$ cat src/rtl/fl_checkpoint_buf.sv
// fl_checkpoint_buf
// Branch checkpoint buffer for the free list's rollback port. Each dispatched branch records the
// free-list tail index that follows it and gets a tag. A correct resolve frees the checkpoint
// (retired in order from head); a mispredict drives the saved tail back to the free list and
// squashes the resolving checkpoint plus everything younger.
//
// Ports:
//   clock, reset        system clock, synchronous active-high reset
//   dispatch_en         dispatch group accepted this cycle
//   br_dispatch[1:0]    slot i of the group is a branch
//   FL_idx[1:0]         free-list tail after slot i's allocation
//   br_resolve_en       branch unit resolves a branch this cycle
//   br_resolve_tag      tag of the resolving branch
//   br_mispredict       resolving branch was mispredicted
//   ckpt_ready          enough free entries for every branch in br_dispatch
//   br_tag[1:0]         tag assigned to slot i (always driven)
//   rollback_en         restore the free-list tail this cycle
//   FL_rollback_idx     tail value to restore (0 when rollback_en is low)
//   ckpt_count          number of live checkpoints (registered)
module fl_checkpoint_buf #(
  parameter int unsigned NUM_CKPT = 4,
  parameter int unsigned FL_IDX_W = 5,
  parameter int unsigned TAG_W    = $clog2(NUM_CKPT)
) (
  input  logic                     clock,
  input  logic                     reset,
  input  logic                     dispatch_en,
  input  logic [1:0]               br_dispatch,
  input  logic [1:0][FL_IDX_W-1:0] FL_idx,
  input  logic                     br_resolve_en,
  input  logic [TAG_W-1:0]         br_resolve_tag,
  input  logic                     br_mispredict,
  output logic                     ckpt_ready,
  output logic [1:0][TAG_W-1:0]    br_tag,
  output logic                     rollback_en,
  output logic [FL_IDX_W-1:0]      FL_rollback_idx,
  output logic [TAG_W:0]           ckpt_count
);

  // Entry storage
  logic [NUM_CKPT-1:0] valid_q, valid_d;
  logic [NUM_CKPT-1:0] resolved_q, resolved_d;
  logic [FL_IDX_W-1:0] fl_idx_q [NUM_CKPT];
  logic [FL_IDX_W-1:0] fl_idx_d [NUM_CKPT];

  // Ring pointers; head == tail is disambiguated by count
  logic [TAG_W-1:0] head_q, head_d;
  logic [TAG_W-1:0] tail_q, tail_d;
  logic [TAG_W:0]   count_q, count_d;

  logic [1:0]       nbr;
  logic [TAG_W:0]   free_cnt;
  logic             mispredict_fire;
  logic             resolve_fire;
  logic             alloc;
  logic             retire;
  logic [TAG_W-1:0] keep_len;

  assign nbr      = {1'b0, br_dispatch[0]} + {1'b0, br_dispatch[1]};
  assign free_cnt = (TAG_W+1)'(NUM_CKPT) - count_q;

  assign ckpt_ready = (free_cnt >= (TAG_W+1)'(nbr));

  // Slot 1 takes the entry after slot 0 only if slot 0 is itself a branch
  assign br_tag[0] = tail_q;
  assign br_tag[1] = tail_q + TAG_W'(br_dispatch[0]);

  assign mispredict_fire = br_resolve_en & br_mispredict & valid_q[br_resolve_tag];
  assign resolve_fire    = br_resolve_en & ~br_mispredict & valid_q[br_resolve_tag];

  assign rollback_en     = mispredict_fire;
  assign FL_rollback_idx = mispredict_fire ? fl_idx_q[br_resolve_tag] : '0;

  assign alloc  = dispatch_en & ckpt_ready & ~mispredict_fire;
  // Uses registered resolved bit: an entry resolved this cycle retires next cycle at the earliest
  assign retire = valid_q[head_q] & resolved_q[head_q] & ~mispredict_fire;

  // Number of entries older than the mispredicted tag; they survive the squash
  assign keep_len = br_resolve_tag - head_q;

  always_comb begin
    valid_d    = valid_q;
    resolved_d = resolved_q;
    fl_idx_d   = fl_idx_q;
    head_d     = head_q;
    tail_d     = tail_q;
    count_d    = count_q;

    if (mispredict_fire) begin
      // Squash by age relative to head, so a full ring (head == tail) is handled correctly
      for (int unsigned i = 0; i < NUM_CKPT; i++) begin
        if ((TAG_W'(i) - head_q) >= keep_len) begin
          valid_d[i]    = 1'b0;
          resolved_d[i] = 1'b0;
        end
      end
      tail_d  = br_resolve_tag;
      count_d = {1'b0, keep_len};
    end else begin
      if (resolve_fire) begin
        resolved_d[br_resolve_tag] = 1'b1;
      end

      if (retire) begin
        valid_d[head_q]    = 1'b0;
        resolved_d[head_q] = 1'b0;
        head_d             = head_q + TAG_W'(1);
      end

      // Allocated entries are invalid beforehand, so they never collide with resolve or retire
      if (alloc) begin
        for (int unsigned s = 0; s < 2; s++) begin
          if (br_dispatch[s]) begin
            valid_d[br_tag[s]]    = 1'b1;
            resolved_d[br_tag[s]] = 1'b0;
            fl_idx_d[br_tag[s]]   = FL_idx[s];
          end
        end
        tail_d = tail_q + TAG_W'(nbr);
      end

      count_d = count_q + (TAG_W+1)'(alloc ? nbr : 2'd0) - (TAG_W+1)'(retire);
    end
  end

  always_ff @(posedge clock) begin
    if (reset) begin
      valid_q    <= '0;
      resolved_q <= '0;
      head_q     <= '0;
      tail_q     <= '0;
      count_q    <= '0;
      for (int unsigned i = 0; i < NUM_CKPT; i++) begin
        fl_idx_q[i] <= '0;
      end
    end else begin
      valid_q    <= valid_d;
      resolved_q <= resolved_d;
      head_q     <= head_d;
      tail_q     <= tail_d;
      count_q    <= count_d;
      for (int unsigned i = 0; i < NUM_CKPT; i++) begin
        fl_idx_q[i] <= fl_idx_d[i];
      end
    end
  end

  assign ckpt_count = count_q;

endmodule

$ cat config.mk
export PLATFORM = sky130hd
export DESIGN_NAME = fl_checkpoint_buf
export DESIGN_NICKNAME = d
export VERILOG_FILES = /design/src/rtl/fl_checkpoint_buf.sv
export SDC_FILE = /design/constraint.sdc
export NUM_CORES = 1
export LEC_CHECK = 0
export BUFFER_PORTS_ARGS = -buffer_cell sky130_fd_sc_hd__buf_2
export CELL_PAD_IN_SITES_DETAIL_PLACEMENT = 0
export CELL_PAD_IN_SITES_GLOBAL_PLACEMENT = 2
export CORE_UTILIZATION = 35
export DETAILED_ROUTE_END_ITERATION = 10
export PLACE_DENSITY = 0.85
export SYNTH_ARGS = -nofsm -noshare
export SYNTH_HDL_FRONTEND = slang
export SYNTH_SLANG_ARGS = --single-unit
$ cat constraint.sdc
create_clock -name clock -period 5.1 [get_ports clock]
set_clock_uncertainty 0.15 [all_clocks]
set_input_delay 1.02 -clock clock [delete_from_list [all_inputs] [get_ports clock]]
set_output_delay 1.02 -clock clock [all_outputs]
set_load 0.01 [all_outputs]
# After elaboration in Yosys (flattened, before gate mapping)
# Index checks and enable logic that the tools add are counted.
[classes] n_addsub=12 order_cmp=18 n_eq_ne=4 n_mux=54 n_bitwise=23 n_reduce_logical=10
[op_table] cell="two-way mux 20 bit" n=4
[op_table] cell="two-way mux 4 bit" n=18
[op_table] cell="bitwise mux 20 bit" n=2
[op_table] cell="two-way mux 5 bit" n=5
[op_table] cell="demux 5 bit (select 2 bit)" n=2
[op_table] cell="bitwise AND 4 bit" n=4
[op_table] cell="less-than comparator 2 x 3 -> 1 bit (second input constant)" n=4
[op_table] cell="NOT 4 bit" n=3
[op_table] cell="bitwise OR 4 bit" n=3
[op_table] cell="two-way mux 1 bit" n=11
[op_table] cell="binary-select mux 5 bit (select 2 bit)" n=1
[op_table] cell=">= comparator 3 bit (second input constant)" n=3
[op_table] cell="NOT 2 -> 3 bit" n=3
[op_table] cell="bitwise AND 1 bit" n=8
[op_table] cell="demux 1 bit (select 2 bit)" n=4
[op_table] cell=">= comparator 2 x 1 -> 1 bit (second input constant)" n=4
[op_table] cell=">= comparator 2 bit" n=4
[op_table] cell="two-way mux 2 bit" n=4
[op_table] cell="!= test 2 x 1 -> 1 bit (second input constant)" n=4
[op_table] cell="binary-select mux 1 bit (select 2 bit)" n=3
[op_table] cell="logical AND 1 bit" n=6
[op_table] cell="less-than comparator 3 x 1 -> 1 bit (second input constant)" n=2
[op_table] cell="AND reduction 2 bit" n=2
[op_table] cell="subtractor 1 x 2 -> 2 bit (first input constant)" n=2
[op_table] cell="other kinds (13)" n=15
[word_totals] ff_bits=35 input_bits=19 output_inout_bits=14 wordCells=137

# Depth between registers and ports, before layout
# Gate-level depths: netlist of the first run.
[depth] ltp_word=18 ltp_mapped=15 depth_no_buf=14

# Least setup slack after synthesis of the first run
# OpenSTA, ideal clock, no wires.
[synth_timing] path_type="input port to flip-flop" from="in br_dispatch[0]" to="reg count_q[2] (netlist: ckpt_count[2])" setup_time_ns=0.134 arrival_time_ns=3.631 slack_ns=1.185 stages=14 path_cell_list="ha_1 -> ha_1 -> nand2b_1 -> a211oi_4 -> nor3_1 -> nand2_1 -> ha_1 -> inv_1 -> ha_1 -> inv_1 -> fa_1 -> xnor2_1 -> xnor2_1 -> nor3_1"
[synth_between] elab_chain_len=7
[synth_lines] item="from (decl)" line_no="28" source="input logic [1:0] br_dispatch,"
[synth_lines] item="adder 1 x 1 -> 2 bit *" line_no="59" source="assign nbr = {1'b0, br_dispatch[0]} + {1'b0, br_dispatch[1]};"
[synth_lines] item=">= comparator 3 x 2 -> 1 bit" line_no="62" source="assign ckpt_ready = (free_cnt >= (TAG_W+1)'(nbr));"
[synth_lines] item="bitwise AND 1 bit (2 in a row)" line_no="74" source="assign alloc = dispatch_en & ckpt_ready & ~mispredict_fire;"
[synth_lines] item="two-way mux 2 bit *" line_no="122" source="count_d = count_q + (TAG_W+1)'(alloc ? nbr : 2'd0) - (TAG_W+1)'(retire);"
[synth_lines] item="adder 3 x 2 -> 3 bit *" line_no="122"
[synth_lines] item="subtractor 3 x 1 -> 3 bit *" line_no="122"
[synth_lines] item="to (signal assigned)" line_no="141" source="count_q <= count_d;"
[synth_lines] item="to (decl)" line_no="49" source="logic [TAG_W:0] count_q, count_d;"
# Mark *: on every way between the ends. The rest lies on a longest branch, timed or not.
# A chain may end at the register's enable or synchronous reset.

# Final worst setup path of the first run
[layout_timing] from="in br_dispatch[1]" to="reg count_q[2] (netlist: ckpt_count[2])"
# The elaborated chain is that of the path after synthesis.

==> results.md, run 1 <==
* Status: finished clean
* GP Congestion at about 0.76
* TritonCTS clock tree: done
* P_sw at about 0.34 mW
* XOR/XNOR Fraction of Synth Area at around 2.8%
* Syn Std Cell Area at 2530 sq um
* Logic gate share of total power at between 30% and 40%
* Yosys warns at 0
* Final Hold Violating Endpoints at 0
* Total gr overflow at 0
* Crit path arrival time at between 3000 and 4000 ps
* Post_cts resized at 0
* Detail Placement HPWL at 4130 microns
* Initial antenna violation count at 0
* Hold crit path type: reg -> reg
* Complex-gate fraction of the synthesized area at 20.7%
* Clk pin slew, worst setup/hold paths at 80 ps
* CTS sink count at 35
* Minimum clock period at 3930 ps
* Initial core utilization at 36.7%
* Share of total power in sequential cells at 36.0%
* Routed wire length at 5690 microns
* Synth area leader: dfxtp_1
* Vias in the first global route at 1,881
* Post-synth top area share at 27.7%
* Die area at around 7600 sq um
* Final Max Tran Viols at 0
* Largest net degree at the start of global routing at 33
* Synth cell types at 53
* CP endpoint kind: flop
* Syn Nets at 306
* H-tree depth at 2
* # nets final at 335
* Power Dens Cells at 338 nW/um^2
* Worst R2R Setup Slack at 1780 ps
* Adder-cell area share of the yosys netlist at 11.3%
* # DRC at 0
* Share of post-route cells with drive strength above 1 at between 20% and 30%
* Achievable Freq at 254 MHz
* Slew HR at 36.9%
* Crit Path Class: in -> reg
* Largest family of logic cells by synthesized area: compound AO/OA/AOI/OAI gates
* Routed length per placed instance at 14.5 microns
* Fin Hold WS at ~330 ps
* Synth cell count leaders: dfxtp_1 (35), nor2_1 (28), mux2i_1 (21), ha_1 (18), nand2_1 (16)
* Synth Flop Type: dfxtp_1
* Crit path max fanout at 10
* Worst slew pin tran at 946 ps
* Final setup fails at 0
* Post-CTS Setup Inserts at 0
* Syn_area_per_cell at 9.52 sq um
* Power share of the clock group at 26.1%
* Worst-case clock buffer depth at 2
* Share of flip-flops with an asynchronous set or reset at 0%
* Final Core Density at between 40 and 50%
* Clk_lat worst skew at 300 ps
* Final Cycle Share at about 77%
* Net Sw Frac at 35.7%
* Leading cell type by number of instances after synthesis: dfxtp_1
* Cells after Synth at 266
* Area added between synthesis and finish at 12.7%
* Placed Area at 2750 sq um
* Static Leak at 1.03 nW
* Routed Antenna Nets at 0
* Hold-fix buffers, CTS at 0
* Worst VDD drop at between 90 and 100 uV
* Post-route design area at 2860 sq um
* First-pass iteration count of the detailed router at 4
* Setup TNS Final at 0 ps
* Synth top area cells: dfxtp_1 (28%), ha_1 (8.9%), mux2i_1 (8.3%), mux4_2 (5.3%), a211oi_1 (4.4%)
* DR iter-0 viols at 91
* Post-synthesis simple-gate area fraction at 16.2%
* # rows at 30
* FF+latch count, synth at 35
* Root buf cell: clkbuf_8
* Input/output buffers at 32
* DR vias at between 1,500 and 2,000
* Req. time, crit path at 5100 ps
* First-pass GRT wire length at 9270 microns
* Num CTS Buffers at 5
* CP Launch Type: primary input
* Register area share after synthesis at 27.7%
* Unrepaired setup endpoints after global routing: no
* Number of diodes at 0
* Io pins at 33
* Max-Cap Viols at 0
* Mux contribution to synthesized area at between 10% and 20%
* Die Width at 87.1 microns
* Number of synthesized flops with an enable pin at 0
* Internal Power at around 0.62 mW
* GR Util All Layers at 16.3%
* Core ar. at 6910 sq um
* Vias per cell at 5.06
* Vert. Die Dim at ~87 microns
through the flow:
step | worst slack [ps] | cells | total power, mW
CTS | 1150 | 391 | 0.975
detailed placement | 835 | 384 | 0.724
floorplan | 1180 | 266 | 0.644
global placement | 889 | 384 | 0.719
global route | 977 | 391 | 1.03
finish | 1170 | 391 | 0.965
cells by family (layout without fill, tap and decap cells):
kind of cell,count (synthesis),in the layout
flops,35,35
compound gates,58,58
fa+ha+maj,21,21
simple gates,82,82
mux,29,29
buf+inv,33,62
xor+xnor,8,8
final timing paths:
check,startpoint,endpoint,cells after the start
worst min register to register,resolved_q[2],resolved_q[2],2
worst min-delay path,resolved_q[2],resolved_q[2],2
worst max register to register,ckpt_count[0],ckpt_count[2],14
worst max-delay path,br_dispatch[1],ckpt_count[2],15
critical path: stages:
cell and delay (ps):
buf_2 140, ha_1 320, ha_1 270, nand2b_1 170
a211oi_4 580, nor3_1 120, nand2_1 100, ha_1 220
inv_1 50, ha_1 120, inv_1 40, fa_1 370
xnor2_1 190, xnor2_1 130, nor3_1 60
routing by layer:
layer  vias up  part of all wire [%]  track usage, %
met5         -                     0               0
met4         0                   1.7            6.82
met3         6                   3.7            2.84
met2        29                    47            27.7
met1       932                    48            20.3
li1       1011                     -               -
registers in the layout, indices dropped and copies added (netlist names):
name / count
ckpt_count: 3
fl_idx_q: 20
head_q: 2
resolved_q: 4
tail_q: 2
valid_q: 4
cells in the final DEF (no fill, tap or decap), types with 7 or more instances in the layout:
cell type,netlist,routed
and2_1,10,10
nor2_1,28,28
buf_2,3,32
ha_1,18,18
a211oi_1,15,15
nand2_1,16,16
a211oi_2,7,7
inv_2,7,7
dfxtp_1,35,35
mux2i_1,21,21
inv_1,12,12
power by group through the flow:
stage                     logic (mW)  clock network, mW  registers, mW
after floorplan                0.296                  0          0.348
after global placement         0.366                  0          0.353
after detailed placement       0.370                  0          0.354
after CTS                      0.371              0.257          0.347
after global routing           0.408              0.272          0.354
final                          0.366              0.252          0.347
layout make-up:
| cell class | count | area [sq um] |
|---|---|---|
| Clock buffer | 5 | 68.8 |
| Multi-Input combinational cell | 198 | 1670 |
| Timing Repair Buffer | 35 | 183 |
| Clock inverter | 2 | 37.5 |
| Inverter | 20 | 75.1 |
| Fill cell | 724 | 4050 |
| Tap cell | 96 | 120 |
| Sequential cell | 35 | 701 |
No activity file was read; power rests on OpenSTA's default activity.
==> run 2, diff against run 1 <==
Settings changed: ABC_AREA set to 1, CORE_UTILIZATION 35 to 28, PLACE_DENSITY 0.85 to 0.83.
Clock period 5.1 ns to 3.5 ns, I/O delays scaled along.
==> run 2 against run 1 <==
Compared with the run above: final area increased by 10%; flip-flop and latch count unchanged; critical path depth increased by 3; sequential share of layout area decreased by 2.3 points; global-route usage increased by 0.34 points; critical path type unchanged; largest power group unchanged.
==> results.md, run 2 <==
* Setup TNS Final at 0 ps
* Unrepaired setup endpoints after global routing: no
* Syn Std Cell Area at ~2800 sq um
* Final setup margin at 410 ps
* Hold EP: valid_q[3]
* Hold-fix buffers, CTS at 0
* Hold crit path type: reg -> reg
* Leading cell type by number of instances after synthesis: nand2_1
* Critical-path cell list: buf_2 -> ha_1 -> ha_1 -> inv_1 -> nand2_1 -> nand2_1 -> nand4_1 -> nand2_1 -> nor2_1 -> nand2_1 -> ha_1 -> inv_1 -> ha_1 -> inv_1 -> fa_1 -> nand2_1 -> nand2_1 -> a21oi_1
* Static Leak at 1.58 nW
* Fin Hold WS at roughly 340 ps
* Slowest-stage cell, CP: fa_1
* Pre-CTS setup slack at 86.2 ps
* Share of flip-flops with an asynchronous set or reset at 0%
* Number of diodes at 0
* Core ar. at 9420 sq um
* Number of synthesized flops with an enable pin at 0
* Biggest regs: fl_idx_q: 20 flops, resolved_q: 4 flops, valid_q: 4 flops
* # DRC at 0
* Worst r2r src: ckpt_count[0]
* Crit Path Class: in -> reg
* Synth cell types at 26
* Io pins at 33
* Top reg by flops: fl_idx_q
* Commonest non-fill, non-tap cells in the layout: nand2_1 (128), inv_1 (87), nand3_1 (43)
* Achievable Freq at 324 MHz
* Num CTS Buffers at 5
* Initial antenna violation count at 0
* Die Width at 102 microns
* Synth top area cells: dfxtp_1 (25%), nand2_1 (17%), inv_1 (12%), ha_1 (8.1%), nand3_1 (7.8%)
* Worst VDD drop at roughly 200 uV
* Worst R2R End: ckpt_count[1]
* Max-Cap Viols at 0
* Status: finished clean
* DR vias at 2,792
* Register area at 701 sq um
* Final Max Tran Viols at 0
* Clk pin slew, worst setup/hold paths at 80 ps
* Root buf cell: clkbuf_8
* R2R depth at 16
* Post-synth top area share at 25.3%
* Share of post-route cells with drive strength above 1 at 12.6%
* Vert. Die Dim at 102 microns
* Post-route design area at 3150 sq um
* Crit path max fanout at 6
* First-pass GRT wire length at 13,200 microns
* Cell family with most CP delay: adder cells
* GR Util All Layers at 16.7%
* Placed Area at a little over 3000 sq um
* CTS sink count at 35
* Worst slew pin tran at 481 ps
* # rows at 35
* Area added between synthesis and finish at 13.7%
* Min-delay src: valid_q[3]
* Routed length per placed instance at 13.0 microns
* Syn_area_per_cell at 6.29 sq um
* CP dominant cell by count: nand2_1
* Crit path arrival time at around 3100 ps
* Synth Flop Type: dfxtp_1
* Fill cells at 1,062
* Yosys warns at 0
* # nets final at a little over 500
* Cells after Synth at around 440
* Power Dens Cells at 526 nW/um^2
* Vias in the first global route at 2,532
* Commonest non-fill, non-tap cell in the layout: nand2_1
* GP Congestion at 0.817
* Req. time, crit path at 3530 ps
* First-pass iteration count of the detailed router at 4
* Detail Placement HPWL at 6030 microns
* Clk_lat worst skew at 290 ps
* Max reg flops at 20
* CP endpoint kind: flop
* Routed Antenna Nets at 0
* TritonCTS clock tree: done
* Multi-input logic area at 1660 sq um
* Vias per cell at around 4.6
* Syn Nets at between 400 and 500
* Crit path largest cell delay at approximately 480 ps
* H-tree depth at 2
* Post-CTS Setup Inserts at 0
* Placed insts at approximately 600
* Worst R2R Setup Slack at about 640 ps
* CP Launch Type: primary input
* Slew HR at between 60% and 70%
* Total gr overflow at 0
* Worst-case clock buffer depth at 2
* Final setup fails at 0
* Synth area leader: dfxtp_1
* Final Cycle Share at 88.3%
* Largest net degree at the start of global routing at 27
* Die area at 10,300 sq um
* Hold path cells at 2
* Synth cell count leaders: nand2_1 (128), inv_1 (87), nand3_1 (43), dfxtp_1 (35), nand4_1 (25)
* Register area share after synthesis at 25.3%
* Post_cts resized at 0
* Initial core utilization at between 20% and 30%
* Final std cells w/o fill at 605
* Minimum clock period at 3090 ps
* FF+latch count, synth at 35
* Final Hold Violating Endpoints at 0
* DR iter-0 viols at 129
* Routed wire length at 7860 microns
* Worst path bufs/invs at 4
* Input/output buffers at 32
## run 2: cell count changes in the layout (fill, tap and decap cells not counted), moves of 5 or more
| cell | change |
|---|---|
| a21oi_1 | +8 |
| and2_1 | -9 |
| nand3_1 | +39 |
| inv_1 | +75 |
| a211oi_1 | -15 |
| o21ai_0 | +17 |
| nand2_1 | +112 |
| a22oi_1 | +5 |
| mux4_2 | -6 |
| a211oi_2 | -7 |
| mux2i_1 | -21 |
| nand4_1 | +24 |
## run 2: cells by family (layout without fill, tap and decap cells)
logic type | count (synthesis) | after routing | synth area share, %
compound gates | 47 | 47 | 9.16
xor+xnor | 3 | 3 | 0.947
fa+ha+maj | 21 | 21 | 10.3
buf+inv | 101 | 136 | 14.7
flops | 35 | 35 | 25.3
simple gates | 234 | 234 | 39.6
## run 2: metrics by stage
step                      total power [mW]  utilization (%)
after global routing                  1.83             33.5
after CTS                             1.68             33.5
final                                 1.66             33.5
after global placement                1.38             32.6
after floorplan                       1.16                -
after detailed placement              1.38             32.6
## run 2: routing by layer
| metal | vias to the layer above | share of wire (%) | GRT usage [%] |
|---|---|---|---|
| met2 | 70 | 43 | 26.4 |
| met5 | - | 0 | 0 |
| met1 | 1256 | 50 | 24.1 |
| met3 | 4 | 5.4 | 2.07 |
| met4 | 0 | 0.74 | 3.34 |
| li1 | 1462 | - | - |
## run 2: area by class of cell
type / count / area share [%]
multi-input cells: 305 / 52.8
clock buffers: 6 / 2.30
inverters: 90 / 10.7
repair buffers: 38 / 6.51
flip-flops and latches: 35 / 22.2
clock inverters: 2 / 0.397
well taps: 129 / 5.12
## run 2: how the worst max path moves through the flow
| stage | start | to | slack [ps] | depth (start not counted) |
|---|---|---|---|---|
| 6_report | br_dispatch[0] | ckpt_count[1] | 410 | 18 |
| 5_1_grt | br_dispatch[0] | ckpt_count[1] | 190 | 18 |
| 2_1_floorplan | br_dispatch[0] | ckpt_count[1] | 340 | 17 |
| 3_3_place_gp | br_dispatch[0] | ckpt_count[1] | 150 | 18 |
| 4_1_cts | br_dispatch[0] | ckpt_count[1] | 400 | 18 |
| 3_5_place_dp | br_dispatch[0] | ckpt_count[1] | 90 | 18 |
## run 2: tightest hold or removal path: stages (launching register included)
cell and delay [ps]:
dfxtp_1 330, nand2_1 70, a21oi_1 50
## run 2: power by group
part | internal [mW] | switching, mW
Combinational | 0.303 | 0.527
Clock | 0.139 | 0.155
Sequential | 0.476 | 0.0593
==> run 3, diff against run 2 <==
Settings changed: RECOVER_POWER set to 50.
==> run 3 against run 2 <==
Compared with the run above: critical path depth did not move; setup slack worse by 32 ps; maximum frequency shrank 1.0%; combinational power shrank 4.8%; non-clock buffer count unchanged; largest cell class unchanged.
==> results.md, run 3 (synthesized netlist as in run 2, its figures left out) <==
* Max-Cap Viols at 0
* Final Cycle Share at 89.2%
* DR iter-0 viols at 145
* Crit Path Class: in -> reg
* Largest net degree at the start of global routing at 27
* Setup TNS Final at 0 ps
* Total gr overflow at 0
* CP endpoint kind: flop
* Worst R2R Setup Slack at 640 ps
* Routed wire length at 7920 microns
* Share of post-route cells with drive strength above 1 at roughly a tenth
* Detail Placement HPWL at approximately 6000 microns
* Root buf cell: clkbuf_8
* Slew HR at ~68%
* # rows at 35
* Unrepaired setup endpoints after global routing: no
* Number of diodes at 0
* Hold EP: valid_q[3]
* Power Dens Cells at ~530 nW/um^2
* Status: finished clean
* Placed Area at 3070 sq um
* GR Util All Layers at 16.7%
* Final Hold Violating Endpoints at 0
* Biggest regs: fl_idx_q: 20 flops, resolved_q: 4 flops, valid_q: 4 flops
* Crit path max fanout at 6
* Vias in the first global route at 2,532
* DR vias at 2,812
* GP Congestion at 0.817
* Worst-case clock buffer depth at 2
* Routed length per placed instance at around 13 microns
* H-tree depth at 2
* Post-CTS Setup Inserts at 0
* Max reg flops at 20
* Minimum clock period at 3120 ps
* Clk pin slew, worst setup/hold paths at ~80 ps
* Hold crit path type: reg -> reg
* Initial antenna violation count at 0
* Die area at 10,300 sq um
* Top reg by flops: fl_idx_q
* Achievable Freq at approximately 320 MHz
* Die Width at a little over 100 microns
* Core ar. at between 9000 and 10,000 sq um
* Commonest non-fill, non-tap cells in the layout: nand2_1 (130), inv_1 (87), nand3_1 (47)
* Vert. Die Dim at 102 microns
* CTS sink count at 35
* Final setup fails at 0
* Worst R2R End: ckpt_count[1]
* Min-delay src: valid_q[3]
* Hold path cells at 2
* Fill cells at 1,069
* Worst slew pin tran at 485 ps
* Commonest non-fill, non-tap cell in the layout: nand2_1
* # DRC at 0
* Input/output buffers at 32
* Final std cells w/o fill at 605
* TritonCTS clock tree: done
* Clk_lat worst skew at 290 ps
* Post-route design area at 3080 sq um
* First-pass GRT wire length at roughly 13,000 microns
* Num CTS Buffers at 5
* Initial core utilization at 29.5%
* Post_cts resized at 0
* Hold-fix buffers, CTS at 0
* Multi-input logic area at 1600 sq um
* Vias per cell at 4.65
* Routed Antenna Nets at 0
* Area added between synthesis and finish at 11.1%
* Final Max Tran Viols at 0
* Worst VDD drop at 174 uV
* First-pass iteration count of the detailed router at 4
* Static Leak at 1.55 nW
* Fin Hold WS at between 300 and 400 ps
* R2R depth at 16
* Crit path arrival time at 3150 ps
* Worst r2r src: ckpt_count[0]
* Req. time, crit path at ~3500 ps
* Io pins at 33
* # nets final at 515
* Placed insts at about 600
* Register area at 701 sq um
* CP Launch Type: primary input
run 3: cell types whose count changed in the layout (fill, tap and decap cells not counted):
cell and change:
nand3_4 -4, clkbuf_2 +1, nand2_2 -1, nand2_1 +2, buf_2 -7, nand3_1 +4, buf_4 -1, and2_0 +1
nand2_4 -1, clkbuf_1 +7, and2_1 -1
run 3: metal layers:
layer,GRT usage (%),wire [microns],vias to the layer above
met1,24.1,4120,1290
met2,26.4,3420,57
li1,-,-,1461
met4,3.34,58,0
met5,0,0,-
met3,2.07,326,4
run 3: worst max-delay path by stage:
stage / start / to / depth (start not counted)
floorplan: br_dispatch[0] / ckpt_count[1] / 17
global placement: br_dispatch[0] / ckpt_count[1] / 18
detailed placement: br_dispatch[0] / ckpt_count[1] / 18
CTS: br_dispatch[0] / ckpt_count[1] / 18
global route: br_dispatch[0] / ckpt_count[1] / 18
finish: br_dispatch[0] / ckpt_count[1] / 18
run 3: critical path: stages:
cell and delay, ps:
clkbuf_1 200, ha_1 320, ha_1 290, inv_1 30, nand2_1 40, nand2_1 60, nand4_1 80, nand2_1 90
nor2_1 140, nand2_1 70, ha_1 260, inv_1 50, ha_1 130, inv_1 50, fa_1 480, nand2_1 50
nand2_1 60, a21oi_1 40
run 3: through the flow:
| stage | setup slack, ps | power (mW) | utilization, % |
|---|---|---|---|
| floorplan | 342 | 1.16 | - |
| global placement | 152 | 1.38 | 32.6 |
| detailed placement | 86.2 | 1.38 | 32.6 |
| CTS | 396 | 1.68 | 33.5 |
| global route | 101 | 1.79 | 32.7 |
| finish | 378 | 1.62 | 32.7 |
run 3: layout make-up:
class | count | area share, %
Clock buffer | 6 | 2.35
Tap cell | 129 | 5.24
Sequential cell | 35 | 22.7
Timing Repair Buffer | 38 | 6.29
Multi-Input combinational cell | 305 | 52.0
Clock inverter | 2 | 0.406
Inverter | 90 | 11.0
run 3: power by group:
part           leakage (nW)  total [mW]  switching, mW  internal, mW
combinational          1.23       0.790          0.508         0.282
clock                0.0412       0.296          0.157         0.139
sequential            0.285       0.536         0.0602         0.476
total                  1.55        1.62          0.724         0.898
